===== config.mk =====
export PLATFORM = sky130hd
export DESIGN_NAME = elevator_scheduler
export DESIGN_NICKNAME = d
export VERILOG_FILES = /design/src/rtl/elevator_scheduler.sv
export SDC_FILE = /design/constraint.sdc
export NUM_CORES = 1
export LEC_CHECK = 0
export BUFFER_PORTS_ARGS = -buffer_cell sky130_fd_sc_hd__buf_2
export CAP_MARGIN = 15
export CORE_MARGIN = 2
export CORE_UTILIZATION = 50
export CTS_BUF_LIST = sky130_fd_sc_hd__clkbuf_8
export DETAILED_ROUTE_END_ITERATION = 16
export PLACE_DENSITY = 0.85
export SETUP_SLACK_MARGIN = 0.5
export SLEW_MARGIN = 30
export SYNTH_ARGS = -nofsm -noshare
export SYNTH_HDL_FRONTEND = slang
export SYNTH_SLANG_ARGS = --single-unit

===== constraint.sdc =====
create_clock -name clk -period 2.91 [get_ports clk]
set_clock_uncertainty 0.1 [all_clocks]
set_input_delay 0.291 -clock clk [delete_from_list [all_inputs] [get_ports clk]]
set_output_delay 0.291 -clock clk [all_outputs]
set_load 0.02 [all_outputs]

===== src/rtl/elevator_scheduler.sv =====
// SCAN call scheduler driving one elevator-controller command per cycle.
// Optional ELEV_SCHED_DOOR_REOPEN_EN: door hold-open on own-floor call, plus error count port.
module elevator_scheduler #(
    parameter int unsigned NUM_FLOORS    = 8,
    parameter int unsigned FLOOR_W       = $clog2(NUM_FLOORS),
    parameter int unsigned TRAVEL_CYCLES = 16,
    parameter int unsigned DOOR_CYCLES   = 32
) (
    input  logic                  clk,
    input  logic                  rst,
    input  logic [NUM_FLOORS-1:0] call_req,
    input  logic                  ctl_open,
    input  logic                  ctl_moving,
    input  logic                  ctl_error,
    output logic                  close_req,
    output logic                  open_req,
    output logic                  up_req,
    output logic                  down_req,
    output logic                  stop,
    output logic [FLOOR_W-1:0]    floor,
    output logic [NUM_FLOORS-1:0] pending,
    output logic                  dir_up,
`ifdef ELEV_SCHED_DOOR_REOPEN_EN
    output logic [7:0]            err_count,
`endif
    output logic                  busy
);

    localparam int unsigned TMax   = (TRAVEL_CYCLES > DOOR_CYCLES) ? TRAVEL_CYCLES : DOOR_CYCLES;
    localparam int unsigned TimerW = $clog2(TMax);
    localparam logic [TimerW-1:0] TravelLast = TimerW'(TRAVEL_CYCLES - 1);
    localparam logic [TimerW-1:0] DoorLast   = TimerW'(DOOR_CYCLES - 1);
    localparam logic [TimerW-1:0] FaultLast  = TimerW'(1);

    typedef enum logic [2:0] {StIdle, StMove, StStop, StDoor, StClose, StFault} state_e;

    state_e                  r_state, w_state_d;
    logic                    r_dir_up, w_dir_d;
    logic [FLOOR_W-1:0]      r_floor, w_floor_d;
    logic [TimerW-1:0]       r_timer, w_timer_d;
    logic [NUM_FLOORS-1:0]   r_pending, w_pending_d;
    logic [NUM_FLOORS-1:0]   w_call_set, w_pend_eff;
    logic                    w_reopen;
    logic                    r_close, r_open, r_up, r_down, r_stop, r_busy;
    logic                    w_unused_status;

    // Status inputs are informational; the scheduler never gates on them.
    assign w_unused_status = ctl_open ^ ctl_moving;

    function automatic logic calls_ahead(input logic [NUM_FLOORS-1:0] vec,
                                         input logic [FLOOR_W-1:0]    f,
                                         input logic                  up);
        calls_ahead = 1'b0;
        for (int i = 0; i < NUM_FLOORS; i++) begin
            if (vec[i] && ((up && i > int'(f)) || (!up && i < int'(f)))) calls_ahead = 1'b1;
        end
    endfunction

    // Own-floor calls are dropped while the door is open or closing.
    always_comb begin
        w_call_set = call_req;
        if (r_state == StDoor || r_state == StClose) w_call_set[r_floor] = 1'b0;
    end

    assign w_pend_eff = r_pending | w_call_set;

`ifdef ELEV_SCHED_DOOR_REOPEN_EN
    assign w_reopen = call_req[r_floor];
`else
    assign w_reopen = 1'b0;
`endif

    always_comb begin
        w_state_d = r_state;
        w_dir_d   = r_dir_up;
        w_floor_d = r_floor;
        w_timer_d = '0;
        unique case (r_state)
            StIdle: begin
                if (r_pending[r_floor]) begin
                    w_state_d = StDoor;
                end else if (calls_ahead(r_pending, r_floor, r_dir_up)) begin
                    w_state_d = StMove;
                end else if (calls_ahead(r_pending, r_floor, !r_dir_up)) begin
                    w_dir_d   = !r_dir_up;
                    w_state_d = StMove;
                end
            end
            StMove: begin
                if (r_timer == TravelLast) begin
                    w_floor_d = r_dir_up ? r_floor + FLOOR_W'(1) : r_floor - FLOOR_W'(1);
                    // A call arriving on the same edge as the car still stops it here.
                    if (w_pend_eff[w_floor_d] || !calls_ahead(w_pend_eff, w_floor_d, r_dir_up))
                        w_state_d = StStop;
                end else begin
                    w_timer_d = r_timer + TimerW'(1);
                end
            end
            StStop:  w_state_d = StDoor;
            StDoor: begin
                if (w_reopen) begin
                    w_timer_d = '0;
                end else if (r_timer == DoorLast) begin
                    w_state_d = StClose;
                end else begin
                    w_timer_d = r_timer + TimerW'(1);
                end
            end
            StClose: w_state_d = w_reopen ? StDoor : StIdle;
            StFault: begin
                if (r_timer == FaultLast) w_state_d = StIdle;
                else                      w_timer_d = r_timer + TimerW'(1);
            end
            default: w_state_d = StIdle;
        endcase

        if (ctl_error) begin
            w_state_d = StFault;
            w_dir_d   = r_dir_up;
            w_floor_d = r_floor;
            w_timer_d = '0;
        end

        w_pending_d = w_pend_eff;
        if (w_state_d == StDoor && r_state != StDoor) w_pending_d[w_floor_d] = 1'b0;
    end

    always_ff @(posedge clk or posedge rst) begin
        if (rst) begin
            r_state   <= StIdle;
            r_dir_up  <= 1'b1;
            r_floor   <= '0;
            r_timer   <= '0;
            r_pending <= '0;
            r_close   <= 1'b0;
            r_open    <= 1'b0;
            r_up      <= 1'b0;
            r_down    <= 1'b0;
            r_stop    <= 1'b0;
            r_busy    <= 1'b0;
        end else begin
            r_state   <= w_state_d;
            r_dir_up  <= w_dir_d;
            r_floor   <= w_floor_d;
            r_timer   <= w_timer_d;
            r_pending <= w_pending_d;
            r_close   <= (w_state_d == StIdle) || (w_state_d == StClose) || (w_state_d == StFault);
            r_open    <= (w_state_d == StDoor);
            r_up      <= (w_state_d == StMove) && w_dir_d;
            r_down    <= (w_state_d == StMove) && !w_dir_d;
            r_stop    <= (w_state_d == StStop);
            r_busy    <= (w_state_d != StIdle);
        end
    end

`ifdef ELEV_SCHED_DOOR_REOPEN_EN
    logic [7:0] r_err_cnt;

    always_ff @(posedge clk or posedge rst) begin
        if (rst)                                r_err_cnt <= '0;
        else if (ctl_error && r_err_cnt != 8'hFF) r_err_cnt <= r_err_cnt + 8'd1;
    end

    assign err_count = r_err_cnt;
`endif

    assign close_req = r_close;
    assign open_req  = r_open;
    assign up_req    = r_up;
    assign down_req  = r_down;
    assign stop      = r_stop;
    assign floor     = r_floor;
    assign pending   = r_pending;
    assign dir_up    = r_dir_up;
    assign busy      = r_busy;

endmodule

---- Word level (Yosys, flattened, before mapping) ----
Cells that the tools add are included.
cells by class
  bitwise logic cells ..................... 5
  $lt $le $gt $ge ......................... 33
  $mul .................................... 0
  add/sub/neg operators ................... 3
  reductions and logical operators ........ 99
  equality and inequality tests ........... 14
  mux-type cells .......................... 64
  shift-type cells ........................ 0
  divide/modulo/power cells ............... 0
operators with widths
  kind                                                 number
  logical AND 1 bit                                    71
  two-way mux 1 bit                                    40
  two-way mux 3 bit                                    12
  > comparator 3 bit, first input constant             8
  logical OR 1 bit                                     22
  two-way mux 5 bit                                    4
  < comparator 3 bit, first input constant             6
  bitwise AND 8 bit                                    2
  two-way mux 8 bit                                    2
  inverter 8 bit                                       2
  case mux 3 bit (5 select lines)                      1
  case mux 5 bit (3 select lines)                      1
  equality test 3 x 2 -> 1 bit, second input constant  4
  equality test 3 bit, second input constant           4
  > comparator 2 x 3 -> 1 bit, first input constant    4
  < comparator 1 x 3 -> 1 bit, first input constant    4
  < comparator 2 x 3 -> 1 bit, first input constant    4
  < comparator 3 x 4 -> 1 bit, second input constant   3
  bitwise OR 8 bit                                     1
  binary-select mux 1 bit (select 3 bit)               2
  demux 1 bit (select 3 bit)                           2
  equality test 3 x 1 -> 1 bit, second input constant  2
  >= comparator 3 x 1 -> 1 bit, second input constant  2
  > comparator 1 x 3 -> 1 bit, first input constant    2
  other kinds (10)                                     13
storage, ports and cells
  register bits after elaboration ......... 26
  bits in read-only memories .............. 0
  RAM bits ................................ 0
  input bits .............................. 13
  bits in latches ......................... 0
  output and inout bits ................... 18
  memories ................................ 0

---- Depth between registers and ports, before layout ----
Gate-level depths: netlist of the first run.
  depth after elaboration ................. 28
  mapped depth ............................ 13

---- Worst setup path before layout of the first run ----
Ideal clock, no wire load.
  kind .................................... register -> register
  start point ............................. reg r_floor[0], in the netlist floor[0]
  end point ............................... reg r_busy, in the netlist busy
  setup time .............................. 132 ps
  clock period less this slack ............ 3306 ps
  buffers on the path ..................... 1
  stages on the path, launching flop included .. 12
  setup slack ............................. -396 ps
  data arrival time ....................... 3075 ps
  cell sequence ........................... dfrtp_1 -> inv_1 -> ha_1 -> clkbuf_1 -> inv_1 -> a32o_1 -> o311ai_0 -> o221ai_1 -> or4_4 -> a211o_1 -> or2_1 -> or3b_1
on the way
  cells in the longest elaborated chain, start to end .. 26
ends and longest elaborated chain
  what                                                                                               line  source
  start: declaration                                                                                 39    logic [FLOOR_W-1:0] r_floor, w_floor_d;
  start signal: assignment                                                                           144   r_floor <= w_floor_d;
  < comparator 3 x 4 -> 1 bit (not written as such) or >= comparator 3 x 1 -> 1 bit (tied branches)  62    if (r_state == StDoor || r_state == StClose) w_call_set[r_floor] = 1'b0;
  logical AND 1 bit (not written as such)                                                            62
  two-way mux 1 bit (not written as such)                                                            62
  demux 1 bit (select 3 bit)                                                                         62
  inverter 8 bit (no source line)                                                                    -
  bitwise AND 8 bit (no source line)                                                                 -
  two-way mux 8 bit                                                                                  62
  bitwise OR 8 bit                                                                                   65    assign w_pend_eff = r_pending | w_call_set;
  [... 11 more ...]                                                                                  -
  logical NOT 1 bit                                                                                  93    if (w_pend_eff[w_floor_d] || !calls_ahead(w_pend_eff, w_floor_d, r_dir_up))
  logical OR 1 bit                                                                                   93
  two-way mux 3 bit                                                                                  93
  two-way mux 3 bit                                                                                  90    if (r_timer == TravelLast) begin
  case mux 3 bit (5 select lines) (*)                                                                78    unique case (r_state)
  two-way mux 3 bit (*)                                                                              117   if (ctl_error) begin
  named net w_state_d[0]                                                                             37    state_e r_state, w_state_d;
  nonzero test 3 bit (*)                                                                             152   r_busy <= (w_state_d != StIdle);
  end signal: assignment                                                                             152
  end: declaration                                                                                   44    logic r_close, r_open, r_up, r_down, r_stop, r_busy;
Mark *: on every way through the listed nets, which the timed path passes. The rest lies on a longest branch. The select of a mux whose other input is x is not followed.

---- Final worst setup path of the first run ----
Ends and elaborated chain as after synthesis.

==> flow_results.org, run 1 <==
** GRT
- Final global-route overflow total :: 0
- The first global-routing pass estimated 11,400 um of wire.
- GR Util All Layers :: 0.289
- Maximum number of pins on one net before global-route repair :: 27
- Antenna violations before repair :: 0
- The number of global-route vias before repair came to 2,380.

** Synth
- Dominant register cell in the synthesized netlist :: sky130_fd_sc_hd__dfrtp_1
- Fraction of registers with async set or reset after synthesis :: 1.00
- Portion of the post-synthesis area used by sequential elements :: 0.294
- The synthesized design contains 0 enable-type register cells.
- In this run the cell area of the synthesized design comes to 2220 um^2.
- In this run, synthesis produced a sequential element count of 26.
- Gate Count Post-Synth :: 265
- Counting distinct cell types in the post-synthesis netlist gives 65.
- Synth warn :: 0
- Averaged over all synthesized cells, the footprint is 8.37 um^2.
- The number of nets handed over by synthesis was 289.

** Critical path
- FF-to-FF setup slack :: -0.23 ns
- Sum of buffers and inverters on the critical path :: 0
- Counting cells, the worst reg-to-reg path comes to 9.
- Family with the most delay on the worst path :: simple AND/OR/NAND/NOR gates
- Worst reg2reg path endpoint :: busy
- In this run the worst setup path begins at floor[0].
- The worst register-to-register path begins at floor[0].
- Startpoint type of the worst setup path :: register
- Maximum fanout count along the critical path :: 6
- Data required time of the critical path :: 2.98 ns
- Cell with the largest stage delay on the worst path :: sky130_fd_sc_hd__or4_4
- Cell breakdown of the critical path :: ha_4 > ha_4 > nand2_1 > o21ai_0 > o32ai_1 > or4_4 > a211o_1 > or2_1 > or3b_1
- Kind of end point of the critical path :: register
- At the worst endpoint, the arrival time is 3.22 ns.
- Crit Path Class :: reg2reg
- The largest single stage delay on the critical path is 0.57 ns.
- Cell repeated most along the worst path :: sky130_fd_sc_hd__ha_4

** Clocking
- Worst-Skew Late Latency :: 0.29 ns
- Number of H-tree levels :: 1
- Clock tree from TritonCTS :: done
- CTS buffer count :: 3
- The tree is rooted in a sky130_fd_sc_hd__clkbuf_8.
- Number of buffers on the longest clock path :: 2
- Counting every sink on the clock net gives 26.
- Clock-pin slew was measured on the worst setup and hold paths at 0.10 ns.

** Placement
- OpenSTA, run right after detailed placement, puts the worst setup slack at -0.206 ns.
- RePlAce Congestion :: 0.943
- Number of buffer cells added on primary ports :: 28
- Cell count after placement :: 370
- Area post-placement :: 2720 um^2
- HPWL after detailed placement :: 4900 um

** Finish
- Fill cells :: 305
- Final layout net count :: 363
- Measured on the finished design, the core utilization comes to 0.726.
- Number of standard cells in the layout, taps in and fillers out :: 390
- Antenna cell count :: 0
- Commonest non-fill, non-tap cell in the layout :: sky130_fd_sc_hd__buf_4
- Highest-count cells in the layout ignoring fill and taps :: sky130_fd_sc_hd__buf_4 (51), sky130_fd_sc_hd__buf_2 (28), sky130_fd_sc_hd__nor2_1 (25), sky130_fd_sc_hd__dfrtp_1 (22), sky130_fd_sc_hd__a21oi_1 (20)
- Syn-to-layout area delta :: 41.5%
- Ratio of cells with drive above 1 in the final layout :: 0.420
- Once layout is done, the placed cells without fillers occupy 3140 um^2.

** Timing
- Derived from the worst setup path, the maximum achievable clock frequency is 0.318 GHz.
- Of the available clock period, the critical path in the final layout requires 1.08.
- On the final layout, the worst hold slack is 0.271 ns.
- Total negative slack for setup checks :: -0.469 ns
- The final number of hold-violating endpoints came to 0.
- Post-route setup slack :: -0.232 ns
- The smallest clock period supported by the final layout is computed as 3.14 ns.
- At the pin with the least slew margin, the transition time is 0.630 ns.
- In this run the tightest slew margin relative to its limit is 0.574.
- Setup repair after global routing could not meet its margin everywhere.
- Setup violations, final :: 4
- Final Max Slew Viols :: 0

** Routing
- In the routed layout, each cell is associated on average with a via count of 6.51.
- For this block, the via count after detailed routing is 2,538.
- ANT nets after route :: 0
- Average wire per standard cell :: 19.7 um
- After the first detailed-routing iteration, the DRC count stood at 217.
- For this run, design rule violations remaining after detail routing come to 0.
- The routed design has 7690 um of wire.
- The first detailed-routing pass took 7 iterations.

** Worst hold path
- Startpoint of the most critical hold path :: ctl_error
- The worst hold path belongs to the class in2reg.
- Hold worst-path end :: r_state[2]
- Counting instances, the worst hold path has a depth of 3.

** Floorplanning
- During I/O placement, the number of pins put on the boundary was 31.
- In this run the vertical extent of the chip is 70.6 um.
- The die is 70.6 um wide.
- For this configuration, the core starts out at a cell density of 0.513.
- CORE AREA :: 4320 um^2
- The floorplan has 24 rows.
- Full die area :: 4990 um^2

** Power
- VDD IR max :: 0.000373 V
- Total power divided by cell area :: 447 nW/um^2
- Power Total :: 1.40 mW
- Leakage :: 1.30 nW

** Outcome
- The run finished, with violations left.
- Violated checks :: negative setup slack

** Flow run
- Max-cap violations in this run came to 0.
==> state kept, by name (all words and copies together), names as in the netlist <==
signal / count
stop: 1
r_timer: 5
floor: 3
pending: 8
open_req: 1
close_req: 1
down_req: 1
busy: 1
r_state: 3
dir_up: 1
up_req: 1
==> cell families after synthesis <==
kind of cell	share of synthesized area
XOR/XNOR	0.0310
multiplexers	0.0457
adder cells (fa/ha/maj)	0.0620
buffers and inverters	0.0756
AND/OR/NAND/NOR	0.249
AO/OA/AOI/OAI	0.243
flip-flops	0.294
==> cell type report <==
cell class	instances	area [um^2]	share of cell area
clock buffer	3	41.3	0.0132
inverter	13	58.8	0.0187
clock inverter	1	30.0	0.00957
sequential	26	656	0.209
multi-input combinational	206	1620	0.517
tap	52	65.1	0.0207
timing repair buffer	89	666	0.212
==> repair_timing <==
action,CTS,global route
setup endpoints to repair,15,16
hold buffers,0,1
pin swaps,5,8
buffers inserted,7,7
gates resized for setup,19,24
hold endpoints to repair,0,25
gates cloned,0,1
==> synthesized netlist by cell type, types with 2 or more instances <==
master | number | area share
sky130_fd_sc_hd__mux2i_1 | 3 | 0.014
sky130_fd_sc_hd__nand2_1 | 14 | 0.024
sky130_fd_sc_hd__ha_1 | 11 | 0.062
sky130_fd_sc_hd__nand2b_1 | 3 | 0.0085
sky130_fd_sc_hd__nand3_1 | 8 | 0.018
sky130_fd_sc_hd__xnor2_1 | 4 | 0.016
sky130_fd_sc_hd__nor4_1 | 4 | 0.011
sky130_fd_sc_hd__xor2_1 | 2 | 0.0079
sky130_fd_sc_hd__or4_1 | 3 | 0.010
sky130_fd_sc_hd__buf_4 | 6 | 0.020
sky130_fd_sc_hd__buf_6 | 2 | 0.010
sky130_fd_sc_hd__a21oi_1 | 25 | 0.056
sky130_fd_sc_hd__nor2b_1 | 7 | 0.020
sky130_fd_sc_hd__or3_1 | 4 | 0.011
sky130_fd_sc_hd__buf_2 | 5 | 0.011
sky130_fd_sc_hd__o311ai_0 | 3 | 0.012
sky130_fd_sc_hd__or2_2 | 3 | 0.0085
sky130_fd_sc_hd__mux2_2 | 2 | 0.010
sky130_fd_sc_hd__o21ai_2 | 2 | 0.0079
sky130_fd_sc_hd__o2111ai_1 | 2 | 0.0079
sky130_fd_sc_hd__nor3b_1 | 3 | 0.010
sky130_fd_sc_hd__and2_1 | 2 | 0.0056
sky130_fd_sc_hd__o221ai_1 | 2 | 0.0079
sky130_fd_sc_hd__o211ai_1 | 2 | 0.0068
sky130_fd_sc_hd__dfrtp_1 | 25 | 0.28
sky130_fd_sc_hd__a31oi_1 | 2 | 0.0056
sky130_fd_sc_hd__nor3_1 | 6 | 0.014
sky130_fd_sc_hd__o2bb2ai_1 | 3 | 0.012
sky130_fd_sc_hd__clkbuf_1 | 6 | 0.010
sky130_fd_sc_hd__a21boi_0 | 2 | 0.0068
sky130_fd_sc_hd__and3_1 | 3 | 0.0085
sky130_fd_sc_hd__o32ai_1 | 3 | 0.012
sky130_fd_sc_hd__o22ai_1 | 5 | 0.014
sky130_fd_sc_hd__nor2_1 | 26 | 0.044
sky130_fd_sc_hd__o31ai_1 | 2 | 0.0068
sky130_fd_sc_hd__a211oi_1 | 6 | 0.020
sky130_fd_sc_hd__o21ai_0 | 15 | 0.034
sky130_fd_sc_hd__inv_1 | 12 | 0.020
==> worst max-delay path by stage <==
stage,endpoint,slack (ns),cells after the start
floorplan,busy,-0.15,12
global placement,busy,-0.15,10
detailed placement,busy,-0.21,10
CTS,busy,-0.14,10
global route,busy,-0.36,9
finish,busy,-0.23,9
==> tightest hold or removal path, delay by kind of cell <==
family,cells,cell delay [ns]
and+or+nand+nor,1,0.11
buffers and inverters,2,0.23
==> routing by layer <==
metal  track usage  routed length (um)
met5             0                   0
met4         0.128                 295
met3        0.0698                 719
met2         0.473                3660
met1         0.366                3010
==> power breakdown <==
group / internal, mW / total, mW / switching (mW)
combinational: 0.290 / 0.637 / 0.347
clock: 0.185 / 0.312 / 0.127
sequential: 0.414 / 0.453 / 0.0394
Note: power is estimated with default switching activity, not from simulation.
==> run 2, diff against run 1 <==
--- a/config.mk
+++ b/config.mk
@@ -8,10 +8,10 @@
 export BUFFER_PORTS_ARGS = -buffer_cell sky130_fd_sc_hd__buf_2
 export CAP_MARGIN = 15
 export CORE_MARGIN = 2
-export CORE_UTILIZATION = 50
+export CORE_UTILIZATION = 54
 export CTS_BUF_LIST = sky130_fd_sc_hd__clkbuf_8
 export DETAILED_ROUTE_END_ITERATION = 16
-export PLACE_DENSITY = 0.85
+export PLACE_DENSITY = 0.9
 export SETUP_SLACK_MARGIN = 0.5
 export SLEW_MARGIN = 30
 export SYNTH_ARGS = -nofsm -noshare
==> run 2 against run 1 <==
Net effect: count of clock-buffer cells in the layout did not move; worst hold slack got worse by 0.036 ns; first-iteration DRC count up 61%; cell area grew 3.0%; die area fell by 7.0%; cell count increased by 2.6%; largest power group unchanged; highest routed layer unchanged; the run still ends with negative setup slack left; total power increased by 1.4%; flip-flop and latch count did not move.
==> flow_results.org, run 2 (synthesis gave the netlist of run 1 again) <==
** Outcome
- Run status: finished with violations (unchanged).
- Violated checks: negative setup slack (unchanged).

** GRT
- The first-pass GRT wire length was 11,400 um (about the same).
- Antenna violations before repair :: 0 (unchanged)
- GR Util All Layers :: 0.330 (was 0.289)
- The number of global-route vias before repair was 2,428 (was 2,380).
- The aggregate global routing overflow was 0 (unchanged).
- Maximum number of pins on one net before global-route repair :: 27 (unchanged)

** Routing
- Router iterations before antenna repair :: 5 (was 7)
- The detailed-route DRC error count is 0 (unchanged).
- The aggregate routed wire length was 8770 um (was 7690 um).
- The routed via count divided by cell count is 6.90 (was 6.51).
- 1st-iter DRT viols :: 350 (was 217)
- The number of vias after detailed routing was 2,758 (was 2,538).
- Average wire per standard cell :: 21.9 um (was 19.7 um)
- The final antenna-violating net count was 0 (unchanged).

** Finish
- Commonest non-fill, non-tap cell in the layout :: sky130_fd_sc_hd__buf_4 (unchanged)
- The area growth from synthesis to layout came to 45.6% (was 41.5%).
- Antenna cell count :: 0 (unchanged)
- The share of cells above drive strength 1 came to 0.466 (was 0.420).
- Highest-count cells in the layout ignoring fill and taps: sky130_fd_sc_hd__buf_4 (67), sky130_fd_sc_hd__buf_2 (28), sky130_fd_sc_hd__nor2_1 (23), sky130_fd_sc_hd__dfrtp_1 (22), sky130_fd_sc_hd__a21oi_1 (20) (was sky130_fd_sc_hd__buf_4 (51), sky130_fd_sc_hd__buf_2 (28), sky130_fd_sc_hd__nor2_1 (25), sky130_fd_sc_hd__dfrtp_1 (22), sky130_fd_sc_hd__a21oi_1 (20)).
- Final layout net count :: 375 (was 363)
- The count of filler cells inserted in the layout was 200 (was 305).
- The share of the core filled with cells came to 0.813 (was 0.726).
- Max FFs per register :: 8 (unchanged)

** Critical path
- Data required time of the critical path :: 2.96 ns (was 2.98 ns)
- The classification of the worst setup path was reg2reg (unchanged).
- Critical path data arrival time :: 3.30 ns (was 3.22 ns)
- The critical path capture point type was a register (unchanged).
- The kind of launch point of the worst setup path is a register (unchanged).
- Maximum fanout count along the critical path :: 5 (was 6)

** Floorplanning
- The horizontal die dimension came to 68.1 um (was 70.6 um).
- CORE AREA :: 3970 um^2 (was 4320 um^2)
- Initial standard-cell utilization of the core :: 0.559 (was 0.513)
- Full die area :: 4640 um^2 (was 4990 um^2)
- Die extent in y :: 68.1 um (was 70.6 um)
- Site Rows :: 23 (was 24)
- The boundary pin count came to 31 (unchanged).

** Clocking
- The clock latency on the worst-skew pair came to 0.27 ns (was 0.29 ns).
- Number of buffers on the longest clock path :: 2 (unchanged)
- The clock input transition at the sequential cells of the worst setup and hold paths came to 0.09 ns (was 0.10 ns).
- The number of clock sinks seen by CTS came to 26 (unchanged).
- CTS Root Buffer Type :: sky130_fd_sc_hd__clkbuf_8 (unchanged)
- Clock tree from TritonCTS :: done (unchanged)
- CTS buffer count :: 3 (unchanged)
- Number of H-tree levels :: 1 (unchanged)

** Timing
- Slew HR :: 0.458 (was 0.574)
- Shortest clock period the worst path allows after layout :: 3.25 ns (was 3.14 ns)
- F_max :: 0.308 GHz (was 0.318 GHz)
- Post-route setup slack :: -0.337 ns (was -0.232 ns)
- The number of pins exceeding their max-slew limit in the final report is 0 (unchanged).
- The final number of hold-violating endpoints came to 0 (unchanged).
- WHS :: 0.235 ns (was 0.271 ns)
- Setup violations, final :: 5 (was 4)
- The worst-margin pin slew was 0.802 ns (was 0.630 ns).
- Total negative slack for setup checks :: -0.668 ns (was -0.469 ns)
- Final worst path period share :: 1.12 (was 1.08)
- Setup repair after global routing missed its margin :: yes (unchanged)

** Placement
- Number of buffer cells added on primary ports :: 28 (unchanged)
- The worst slack after detailed placement came to -0.216 ns (was -0.206 ns).
- The final RePlAce weighted congestion is 0.964 (was 0.943).
- The HPWL reported at the end of detailed placement came to 4990 um (was 4900 um).

** Flow run
- The number of max-cap violations was 0 (unchanged).

** Worst hold path
- The type of the most critical hold path is in2reg (unchanged).

** Power
- Total power divided by cell area :: 440 nW/um^2 (was 447 nW/um^2)
- The leakage dissipation is 1.33 nW (was 1.30 nW).
- VDD IR max :: 0.000442 V (was 0.000373 V)
-- run 2: cell types whose count changed in the layout (fill, tap and decap cells not counted), sizes merged --
cell and change:
buf +14, clkbuf -2, inv -2, clkinv +1
clkinvlp +1
-- run 2: final cells by class --
cell class / instances / area, um^2 / area share
timing repair buffer: 101 / 709 / 0.220
sequential: 26 / 656 / 0.203
multi-input combinational: 206 / 1670 / 0.516
tap: 50 / 62.6 / 0.0194
inverter: 13 / 65.1 / 0.0201
clock inverter: 1 / 30.0 / 0.00930
clock buffer: 3 / 41.3 / 0.0128
-- run 2: timing repair --
action,CTS,global route
resized for setup,14,47
setup endpoints to repair,16,17
pin swaps,12,16
hold buffers,0,1
endpoints found under the hold margin,0,14
buffers inserted,7,9
-- run 2: worst paths after layout --
| path | from | to | slack (ns) | cells past startpoint |
|---|---|---|---|---|
| max | r_state[0] | busy | -0.34 | 8 |
| min | ctl_error | open_req | 0.24 | 2 |
| max reg2reg | r_state[0] | busy | -0.34 | 8 |
| min reg2reg | r_timer[0] | r_timer[0] | 0.42 | 1 |
| max in group asynchronous | rst | floor[0] | 1.80 | 3 |
| min in group asynchronous | rst | pending[1] | 0.51 | 3 |
-- run 2: report_power, final --
part / total [mW] / internal [mW] / switching [mW]
Combinational: 0.660 / 0.286 / 0.374
Clock: 0.297 / 0.184 / 0.113
Sequential: 0.464 / 0.414 / 0.0501
Total: 1.42 / 0.885 / 0.537
-- run 2: critical path, stage by stage, from the launching register on --
cell and delay [ns]:
sky130_fd_sc_hd__dfrtp_1 0.50, sky130_fd_sc_hd__and3b_2 0.31, sky130_fd_sc_hd__nor2_1 0.58, sky130_fd_sc_hd__o211ai_1 0.25, sky130_fd_sc_hd__a211oi_2 0.31, sky130_fd_sc_hd__nor3_1 0.11, sky130_fd_sc_hd__a211o_1 0.33, sky130_fd_sc_hd__or2_1 0.25
sky130_fd_sc_hd__or3b_1 0.38
-- run 2: through the flow --
step / power [mW] / cells / instance area, um^2
2_1_floorplan: 0.770 / 265 / 2300
5_1_grt: 1.47 / 400 / 3230
3_3_place_gp: 0.922 / 379 / 2780
3_5_place_dp: 0.946 / 379 / 2780
6_report: 1.42 / 400 / 3230
4_1_cts: 1.27 / 390 / 2960
-- run 2: metal layers --
| layer | vias up | track usage | share of wire | routed length, um |
|---|---|---|---|---|
| li1 | 1152 | - | - | - |
| met1 | 1312 | 0.396 | 0.37 | 3240 |
| met2 | 239 | 0.549 | 0.47 | 4160 |
| met3 | 55 | 0.0691 | 0.11 | 949 |
| met4 | 0 | 0.185 | 0.048 | 418 |
| met5 | - | 0 | 0 | 0 |
